<file path="src/rtl/genius_button_conditioner_pkg.sv">
`default_nettype none
// ============================================================================
// Module      : genius_button_conditioner_pkg
// Description : Shared definitions for the Genius button input stage: FSM
//               state encodings, default sizing and a one-hot helper. The game
//               FSM and the debug display decoders reuse these definitions.
// Revision    : 1.0 - initial release
// ============================================================================
package genius_button_conditioner_pkg;

    localparam int DEFAULT_N_BOTOES        = 7;
    localparam int DEFAULT_DEBOUNCE_CYCLES = 50000;
    localparam int DEFAULT_CNT_W           = 16;

    // Conditioner states; the encodings are visible on db_estado.
    typedef enum logic [1:0] {
        OCIOSO      = 2'b00,
        FILTRANDO   = 2'b01,
        PRESSIONADO = 2'b10,
        SOLTANDO    = 2'b11
    } estado_t;

    // True when exactly one bit of the (zero-extended) vector is set.
    function automatic logic ehUnitario(input logic [31:0] vetor);
        return (vetor != 32'd0) && ((vetor & (vetor - 32'd1)) == 32'd0);
    endfunction

endpackage
`default_nettype wire

</file>
<file path="src/rtl/genius_button_conditioner_sincronizador_2ff.sv">
`default_nettype none
// ============================================================================
// Module      : sincronizador_2ff
// Description : Two-flop synchronizer for a vector of asynchronous levels.
//               Each bit is synchronized independently; q lags d by two
//               clock cycles.
// Revision    : 1.0 - initial release
// ============================================================================
module sincronizador_2ff #(
    parameter int WIDTH = 1
) (
    input  logic             clock,
    input  logic             reset,
    input  logic [WIDTH-1:0] d,
    output logic [WIDTH-1:0] q
);

    logic [WIDTH-1:0] r_meta;
    logic [WIDTH-1:0] r_sync;

    // First stage may go metastable; second stage gives it a cycle to settle.
    always_ff @(posedge clock or negedge reset) begin
        if (!reset) begin
            r_meta <= '0;
            r_sync <= '0;
        end else begin
            r_meta <= d;
            r_sync <= r_meta;
        end
    end

    assign q = r_sync;

endmodule
`default_nettype wire

</file>
<file path="src/rtl/genius_button_conditioner.sv">
`default_nettype none
// ============================================================================
// Module      : genius_button_conditioner
// Description : Conditions the raw Genius push-buttons into a debounced,
//               one-hot vector. Emits one jogada_valida pulse per accepted
//               single-button press, one multiplo pulse per rejected
//               multi-button press, and requires a fully debounced release
//               before any new press can be accepted.
// Revision    : 1.0 - initial release
// ============================================================================
module genius_button_conditioner
    import genius_button_conditioner_pkg::*;
#(
    parameter int N_BOTOES        = DEFAULT_N_BOTOES,
    parameter int DEBOUNCE_CYCLES = DEFAULT_DEBOUNCE_CYCLES,
    parameter int CNT_W           = DEFAULT_CNT_W
) (
    input  logic                clock,
    input  logic                reset,
    input  logic                enable,
    input  logic [N_BOTOES-1:0] botoes_raw,
    output logic [N_BOTOES-1:0] botoes,
    output logic                jogada_valida,
    output logic                multiplo,
    output logic [1:0]          db_estado
);

    localparam logic [CNT_W-1:0] c_CNT_MAX = CNT_W'(DEBOUNCE_CYCLES - 1);
    localparam logic [CNT_W-1:0] c_CNT_UM  = CNT_W'(1);

    logic [N_BOTOES-1:0] w_sSync;
    logic                w_candidatoUnitario;
    logic                w_fimContagem;

    estado_t             r_estado;
    logic [N_BOTOES-1:0] r_candidato;
    logic [CNT_W-1:0]    r_contador;
    logic [N_BOTOES-1:0] r_botoes;
    logic                r_jogadaValida;
    logic                r_multiplo;

    sincronizador_2ff #(
        .WIDTH (N_BOTOES)
    ) u_sincronizador (
        .clock (clock),
        .reset (reset),
        .d     (botoes_raw),
        .q     (w_sSync)
    );

    assign w_candidatoUnitario = ehUnitario(32'(r_candidato));
    assign w_fimContagem       = (r_contador == c_CNT_MAX);

    // Debounce FSM: the counter is cleared on every state entry so it can
    // never run past DEBOUNCE_CYCLES-1; all outputs are registered here.
    always_ff @(posedge clock or negedge reset) begin
        if (!reset) begin
            r_estado       <= OCIOSO;
            r_candidato    <= '0;
            r_contador     <= '0;
            r_botoes       <= '0;
            r_jogadaValida <= 1'b0;
            r_multiplo     <= 1'b0;
        end else begin
            r_jogadaValida <= 1'b0;
            r_multiplo     <= 1'b0;

            case (r_estado)
                OCIOSO: begin
                    r_botoes <= '0;
                    if (enable && (w_sSync != '0)) begin
                        r_candidato <= w_sSync;
                        r_contador  <= '0;
                        r_estado    <= FILTRANDO;
                    end
                end

                FILTRANDO: begin
                    r_botoes <= '0;
                    if (!enable) begin
                        // Disabled mid-filter: wait for a clean release.
                        r_contador <= '0;
                        r_estado   <= SOLTANDO;
                    end else if (w_sSync == '0) begin
                        // Short glitch, nothing was pressed long enough.
                        r_contador <= '0;
                        r_estado   <= OCIOSO;
                    end else if (w_sSync != r_candidato) begin
                        // Pattern still moving: restart on the new pattern.
                        r_candidato <= w_sSync;
                        r_contador  <= '0;
                    end else if (w_fimContagem) begin
                        r_contador <= '0;
                        if (w_candidatoUnitario) begin
                            r_botoes       <= r_candidato;
                            r_jogadaValida <= 1'b1;
                            r_estado       <= PRESSIONADO;
                        end else begin
                            r_multiplo <= 1'b1;
                            r_estado   <= SOLTANDO;
                        end
                    end else begin
                        r_contador <= r_contador + c_CNT_UM;
                    end
                end

                PRESSIONADO: begin
                    if (!enable || (w_sSync != r_candidato)) begin
                        r_botoes   <= '0;
                        r_contador <= '0;
                        r_estado   <= SOLTANDO;
                    end else begin
                        r_botoes <= r_candidato;
                    end
                end

                SOLTANDO: begin
                    r_botoes <= '0;
                    if (w_sSync != '0) begin
                        // Any activity restarts the all-released interval.
                        r_contador <= '0;
                    end else if (w_fimContagem) begin
                        r_contador <= '0;
                        r_estado   <= OCIOSO;
                    end else begin
                        r_contador <= r_contador + c_CNT_UM;
                    end
                end

                default: begin
                    r_botoes   <= '0;
                    r_contador <= '0;
                    r_estado   <= OCIOSO;
                end
            endcase
        end
    end

    assign botoes        = r_botoes;
    assign jogada_valida = r_jogadaValida;
    assign multiplo      = r_multiplo;
    assign db_estado     = r_estado;

endmodule
`default_nettype wire

</file>
<file path="config.mk">
export PLATFORM = sky130hd
export DESIGN_NAME = genius_button_conditioner
export DESIGN_NICKNAME = d
export VERILOG_FILES = /design/src/rtl/genius_button_conditioner_pkg.sv /design/src/rtl/genius_button_conditioner_sincronizador_2ff.sv /design/src/rtl/genius_button_conditioner.sv
export SDC_FILE = /design/constraint.sdc
export NUM_CORES = 1
export LEC_CHECK = 0
export CORE_ASPECT_RATIO = 0.7
export CORE_MARGIN = 3
export CORE_UTILIZATION = 45
export DETAILED_ROUTE_END_ITERATION = 6
export GPL_ROUTABILITY_DRIVEN = 0
export PLACE_DENSITY = 0.65
export REMOVE_ABC_BUFFERS = 1
export SYNTH_ARGS = -nofsm -noshare
export SYNTH_HDL_FRONTEND = slang
export SYNTH_SLANG_ARGS = --single-unit
export TNS_END_PERCENT = 50
</file>
<file path="constraint.sdc">
create_clock -name clock -period 5.6 [get_ports clock]
set_input_delay 1.68 -clock clock [delete_from_list [all_inputs] [get_ports clock]]
set_output_delay 1.68 -clock clock [all_outputs]
set_load 0.1 [all_outputs]
</file>
**Word level (Yosys, flattened, before mapping)**

Cells that the tools add are included.

- Bits in registers: 48
- Input port bits: 10
- Output and inout bits: 11
- Word-level logic and storage cells: 81

- $add $sub $neg: 2
- Equal/unequal tests: 14
- Mux-type cells: 42
- Bitwise operators: 1
- Reduce and logical (&&, ||, !) cells: 14

Operators with widths:

| cell | count |
|---|---|
| $mux 16 | 7 |
| $mux 7 | 10 |
| $pmux 16 s4 | 1 |
| $and 7x32->32 | 1 |
| $logic_not 32->1 | 1 |
| $pmux 7 s3 | 1 |
| $add 16x1->16 const B | 1 |
| $eq 16x16->1 const B | 1 |
| $mux 2 | 8 |
| $ne 2x2->1 const B | 7 |
| $pmux 7 s2 | 1 |
| $reduce_bool 7->1 | 2 |
| $mux 1 | 13 |
| $ne 4x4->1 const B | 2 |
| $pmux 2 s4 | 1 |
| $sub 7x1->8 const B | 1 |
| $logic_not 7->1 | 1 |
| $ne 7x7->1 | 1 |
| $reduce_and 6->1 | 1 |
| $reduce_and 5->1 | 1 |
| $eq 2x2->1 const B | 2 |
| $eq 2x1->1 const B | 1 |
| $logic_and 1x1->1 | 2 |
| $logic_not 2->1 | 1 |
| other kinds (5) | 5 |

**Depth between registers and ports, before layout**

- Depth in word-level cells: 10
- Depth in mapped cells: 7
- Gate-level depth less buffers: 6

**Hierarchy**

Synthesis repeated with hierarchy kept, for this count alone.

- Cells, all modules: 222
- Area, all modules: 2,336.0 um2

By module, submodules not included:

| module | times used | cells an instance | area an instance (um2) | seq. area each (um2) |
|---|---|---|---|---|
| genius_button_conditioner | 1 | 208 | 1,985.7 | 850.8 |
| sincronizador_2ff | 1 | 14 | 350.3 | 350.3 |

**Worst setup path after synthesis**

Ideal clock, no wire load.

- Kind: input port to flip-flop
- Start point: in enable
- End point: reg r_contador[6]
- Library setup time: 0.126 ns
- Data arrival time: 2.767 ns
- Required time: 5.474 ns
- Path slack: 2.707 ns
- Cell stages on the path: 6
- Path buffers: 1
- Cells stage by stage: inv_1 > a21oi_2 > o22ai_4 > and2_0 > buf_2 > a221o_1

- Longest elaborated chain between the ends: 4
- Elaborated cells on any way between the ends: 8
- Those cells by class: eq/ne (2); mux (2); reduce/logical (4)

RTL lines:

| what | line | source |
|---|---|---|
| start: declaration | genius_button_conditioner.sv:20 | `input logic enable,` |
| $logic_not 1->1 | genius_button_conditioner.sv:108 | `if (!enable \|\| (w_sSync != r_candidato)) begin` |
| $logic_or 1x1->1 | genius_button_conditioner.sv:108 |  |
| $ne 2x2->1 (no line) | n/a |  |
| $reduce_and 2->1 (no line) | n/a |  |
| end signal: assignment | genius_button_conditioner.sv:103 | `r_contador <= r_contador + c_CNT_UM;` |
| end signal: assignment | genius_button_conditioner.sv:126 | `r_contador <= r_contador + c_CNT_UM;` |
| end: declaration | genius_button_conditioner.sv:37 | `logic [CNT_W-1:0] r_contador;` |

Parallel ways exist; a longest one is shown, timed or not.
A chain may end at the register's enable or synchronous reset.

==> flow_metrics.py <==
metrics = {
    "outcome": {
        "status": "completed",
    },
    "synthesis": {
        "synth_cell_types": 63,
        "synth_top_cells_by_area": "dfrtp_1 45%, mux2_2 5.4%, nand2_1 3.2%, a21oi_1 2.8%, nor3_1 2.8%",
        "synth_top_area_share": 0.446,
        "syn_avg_cell_area_um2": 10.1,
        "synthArstFlopShare": 1.00,
        "syn_area_mm2": 0.00270,
        "yosysWarnings": 0,
        "syn_inst": 268,
        "ys_ff_latch": 48,
        "synth-edff-count": 0,
        "yosysTopAreaCell": "dfrtp_1",
        "synthFlopType": "dfrtp_1",
        "seq_area_frac_synth": 0.446,
    },
    "routing": {
        "routed_wl_mm": 6.03,
        "dr.pass1.iters": 4,
        "vias": 2146,
        "drtIter0Drc": 205,
        "viasPerCell": 6.11,
        "wl_per_cell_um": 17.2,
        "route.detailed.drc": 0,
        "ant_nets": 0,
    },
    "worst_setup_path": {
        "path_buf_inv": 1,
        "reg2reg_depth": 4,
        "crit_path_end_kind": "output pin",
        "cp_slowest_cell": "clkdlybuf4s50_1",
        "cp.arrival_ps": 2260,
        "crit_path_start_kind": "flop",
        "rrSetupSlack_ps": 3080,
        "critPathMaxStageDelay_ps": 1240,
        "crit_cells": 1,
        "crit_chain": "clkdlybuf4s50_1",
        "cp.required_ps": 3920,
        "critical_path.top_delay_family": "buffers and inverters",
        "crit_type": "flop to output pin",
        "worstPathMaxFanout": 18,
    },
    "placement": {
        "port_buffers": 20,
        "place_area_mm2": 0.00290,
        "place.detailed.hpwl_mm": 4.34,
        "dp_slack_ps": 1630,
    },
    "finish": {
        "design_area_mm2": 0.00304,
        "area_growth_pct": 12.7,
        "antennaDiodeCount": 0,
        "fillers": 498,
        "fin_util": 0.552,
        "drive_gt1_frac": 0.129,
        "nets": 289,
    },
    "timing": {
        "fin_setup_tns_ps": 0,
        "setup_violations": 0,
        "fin_ws_ps": 1660,
        "layout_min_cycle_time_ps": 3940,
        "rsz0062_at_grt": "false",
        "period_share": 0.704,
        "report.final.slew_viol_count": 0,
        "fin_skew_ps": 6.32,
        "hold_viol_final": 0,
        "max_freq_mhz": 254,
        "tightest_slew_ps": 1050,
        "timing.slew.headroom": 0.301,
    },
    "clock_tree": {
        "cts_sinks": 48,
        "path_clk_slew_ps": 90,
        "clock-root-buffer": "clkbuf_8",
        "numCtsBuffers": 5,
        "cts.repair.resized": 0,
        "cts_setup_buffers": 0,
        "hold_buffers": 0,
        "clk_path_buf_depth": 2,
        "clkLatencyLatePin_ps": 300,
        "cts_tree": "built",
        "h-tree-depth": 2,
    },
    "pwr": {
        "clockPowerShare": 0.313,
        "ir_drop_v": 0.000148,
        "leakage_nw": 1.14,
        "swShare": 0.330,
        "power_frac_comb": 0.218,
        "internal_power_mw": 0.648,
        "pwr-share-seq": 0.469,
        "p_per_area_mw_per_mm2": 319,
        "power_switching_mw": 0.319,
    },
    "floorplanning": {
        "initial_core_util": 0.490,
        "die_height_um": 70.8,
        "dieWidth_um": 98.5,
        "core_mm2": 0.00551,
        "rows": 22,
        "die-area_mm2": 0.00697,
        "io_pins": 21,
    },
    "global_routing": {
        "antenna_found_initial": 0,
        "grt_overflow": 0,
        "grtUsageMet3": 0.0414,
        "gr-usage-all-layers": 0.182,
        "grt_pass1_wl_mm": 10.3,
        "use_met1": 0.304,
        "grt-busiest-layer": "met1",
        "first_global_vias": 1961,
        "grt_max_degree": 49,
        "met2_usage": 0.240,
    },
    "hold_path": {
        "min_path_cells": 0,
        "min_path_type": "flop to flop",
    },
    "run": {
        "maxCapViolations": 0,
    },
}
flip-flops by register name, summed over array words and instances (netlist names), named ones only:
signal and flops:
db_estado 1, jogada_valida 1, r_contador 16, u_sincronizador.r_meta 7, multiplo 1, r_candidato 7, u_sincronizador.q 7, botoes 7
routing by layer:
metal  share of wire  up-vias
met5               0        -
met4          0.0048        0
met3           0.053        6
met2            0.40       51
met1            0.54     1051
li1                -     1038
synthesized netlist by cell type (all sizes together) (6+ instances only):
master,instances
o21ai,9
clkbuf,9
dfrtp,48
buf,8
a21oi,16
nand4,11
xnor2,8
nand3,13
nor3,16
nor2,15
nand2,23
nor4,6
inv,6
mux2,13
power groups by stage:
stage / Combinational (mW) / Sequential [mW] / Clock, mW
2_1_floorplan: 0.154 / 0.454 / 0
3_3_place_gp: 0.208 / 0.458 / 0
5_1_grt: 0.232 / 0.462 / 0.322
3_5_place_dp: 0.211 / 0.459 / 0
6_report: 0.211 / 0.454 / 0.303
4_1_cts: 0.211 / 0.452 / 0.308
final cells by class:
type	instances	area, um^2	share of cell area
Multi-Input combinational cell	196	1390	0.457
Inverter	7	26.3	0.00865
Clock buffer	5	68.8	0.0227
Clock inverter	3	68.8	0.0227
Timing Repair Buffer	20	195	0.0643
Tap cell	72	90.1	0.0297
Sequential cell	48	1200	0.396
path summary, 6_finish.rpt:
kind | startpoint | to
setup / recovery | flop | db_estado[1]
hold / removal | u_sincronizador.r_meta[4] | u_sincronizador.q[4]
setup reg to reg | db_estado[0] | botoes[1]
hold reg to reg | u_sincronizador.r_meta[4] | u_sincronizador.q[4]
max in group asynchronous | reset | u_sincronizador.r_meta[4]
min in group asynchronous | reset | r_contador[5]
layout by cell type, fill, tap and decap left out, types with 2 or more instances in the layout:
master           synthesis  layout
mux2_2                  13      13
a21oi_1                 15      15
a211oi_1                 2       2
o2111ai_1                2       2
inv_1                    6       6
clkbuf_8                 0       5
a311oi_1                 2       2
nand4b_1                 2       2
clkdlybuf4s50_1          0      19
nor4b_1                  5       5
xnor2_2                  2       2
nor2_1                  15      15
bufinv_16                0       2
mux2i_1                  2       2
and3_1                   2       2
nand3_1                 13      13
a211o_1                  2       2
nor3_1                  15      15
or4_1                    5       5
or3_1                    3       3
xnor2_1                  6       6
dfrtp_1                 48      48
nor4_1                   6       6
a21o_1                   2       2
xor2_1                   2       2
nand2_1                 23      23
and2_1                   2       2
nand4_1                  9       9
o211ai_1                 3       3
o21ai_0                  7       7
a31oi_1                  5       5
nand4_4                  2       2
a311o_1                  2       2
through the flow:
step | hold slack [ps] | total power [mW] | cells
after floorplan | 331 | 0.608 | 251
after global placement | 333 | 0.666 | 343
after detailed placement | 336 | 0.670 | 343
after CTS | 357 | 0.971 | 351
after global routing | 364 | 1.02 | 351
final | 357 | 0.967 | 351
cells by family (layout without fill, tap and decap cells):
group                    Yosys count  after routing  share of synthesized area
flip-flops                        48             48                      0.446
XOR/XNOR                          10             10                     0.0381
buffers and inverters             24             35                     0.0399
AND/OR/NAND/NOR                  106            106                      0.225
multiplexers                      15             15                     0.0617
adder cells (fa/ha/maj)            1              1                    0.00464
AO/OA/AOI/OAI                     64             64                      0.185
worst reg2reg max path, delay by kind of cell (launching register included):
| family | cells | cell delay [ps] |
|---|---|---|
| AO/OA/AOI/OAI | 2 | 590 |
| flip-flops | 1 | 550 |
| buffers and inverters | 1 | 670 |
| AND/OR/NAND/NOR | 1 | 630 |
No activity file was read; power rests on OpenSTA's default activity.
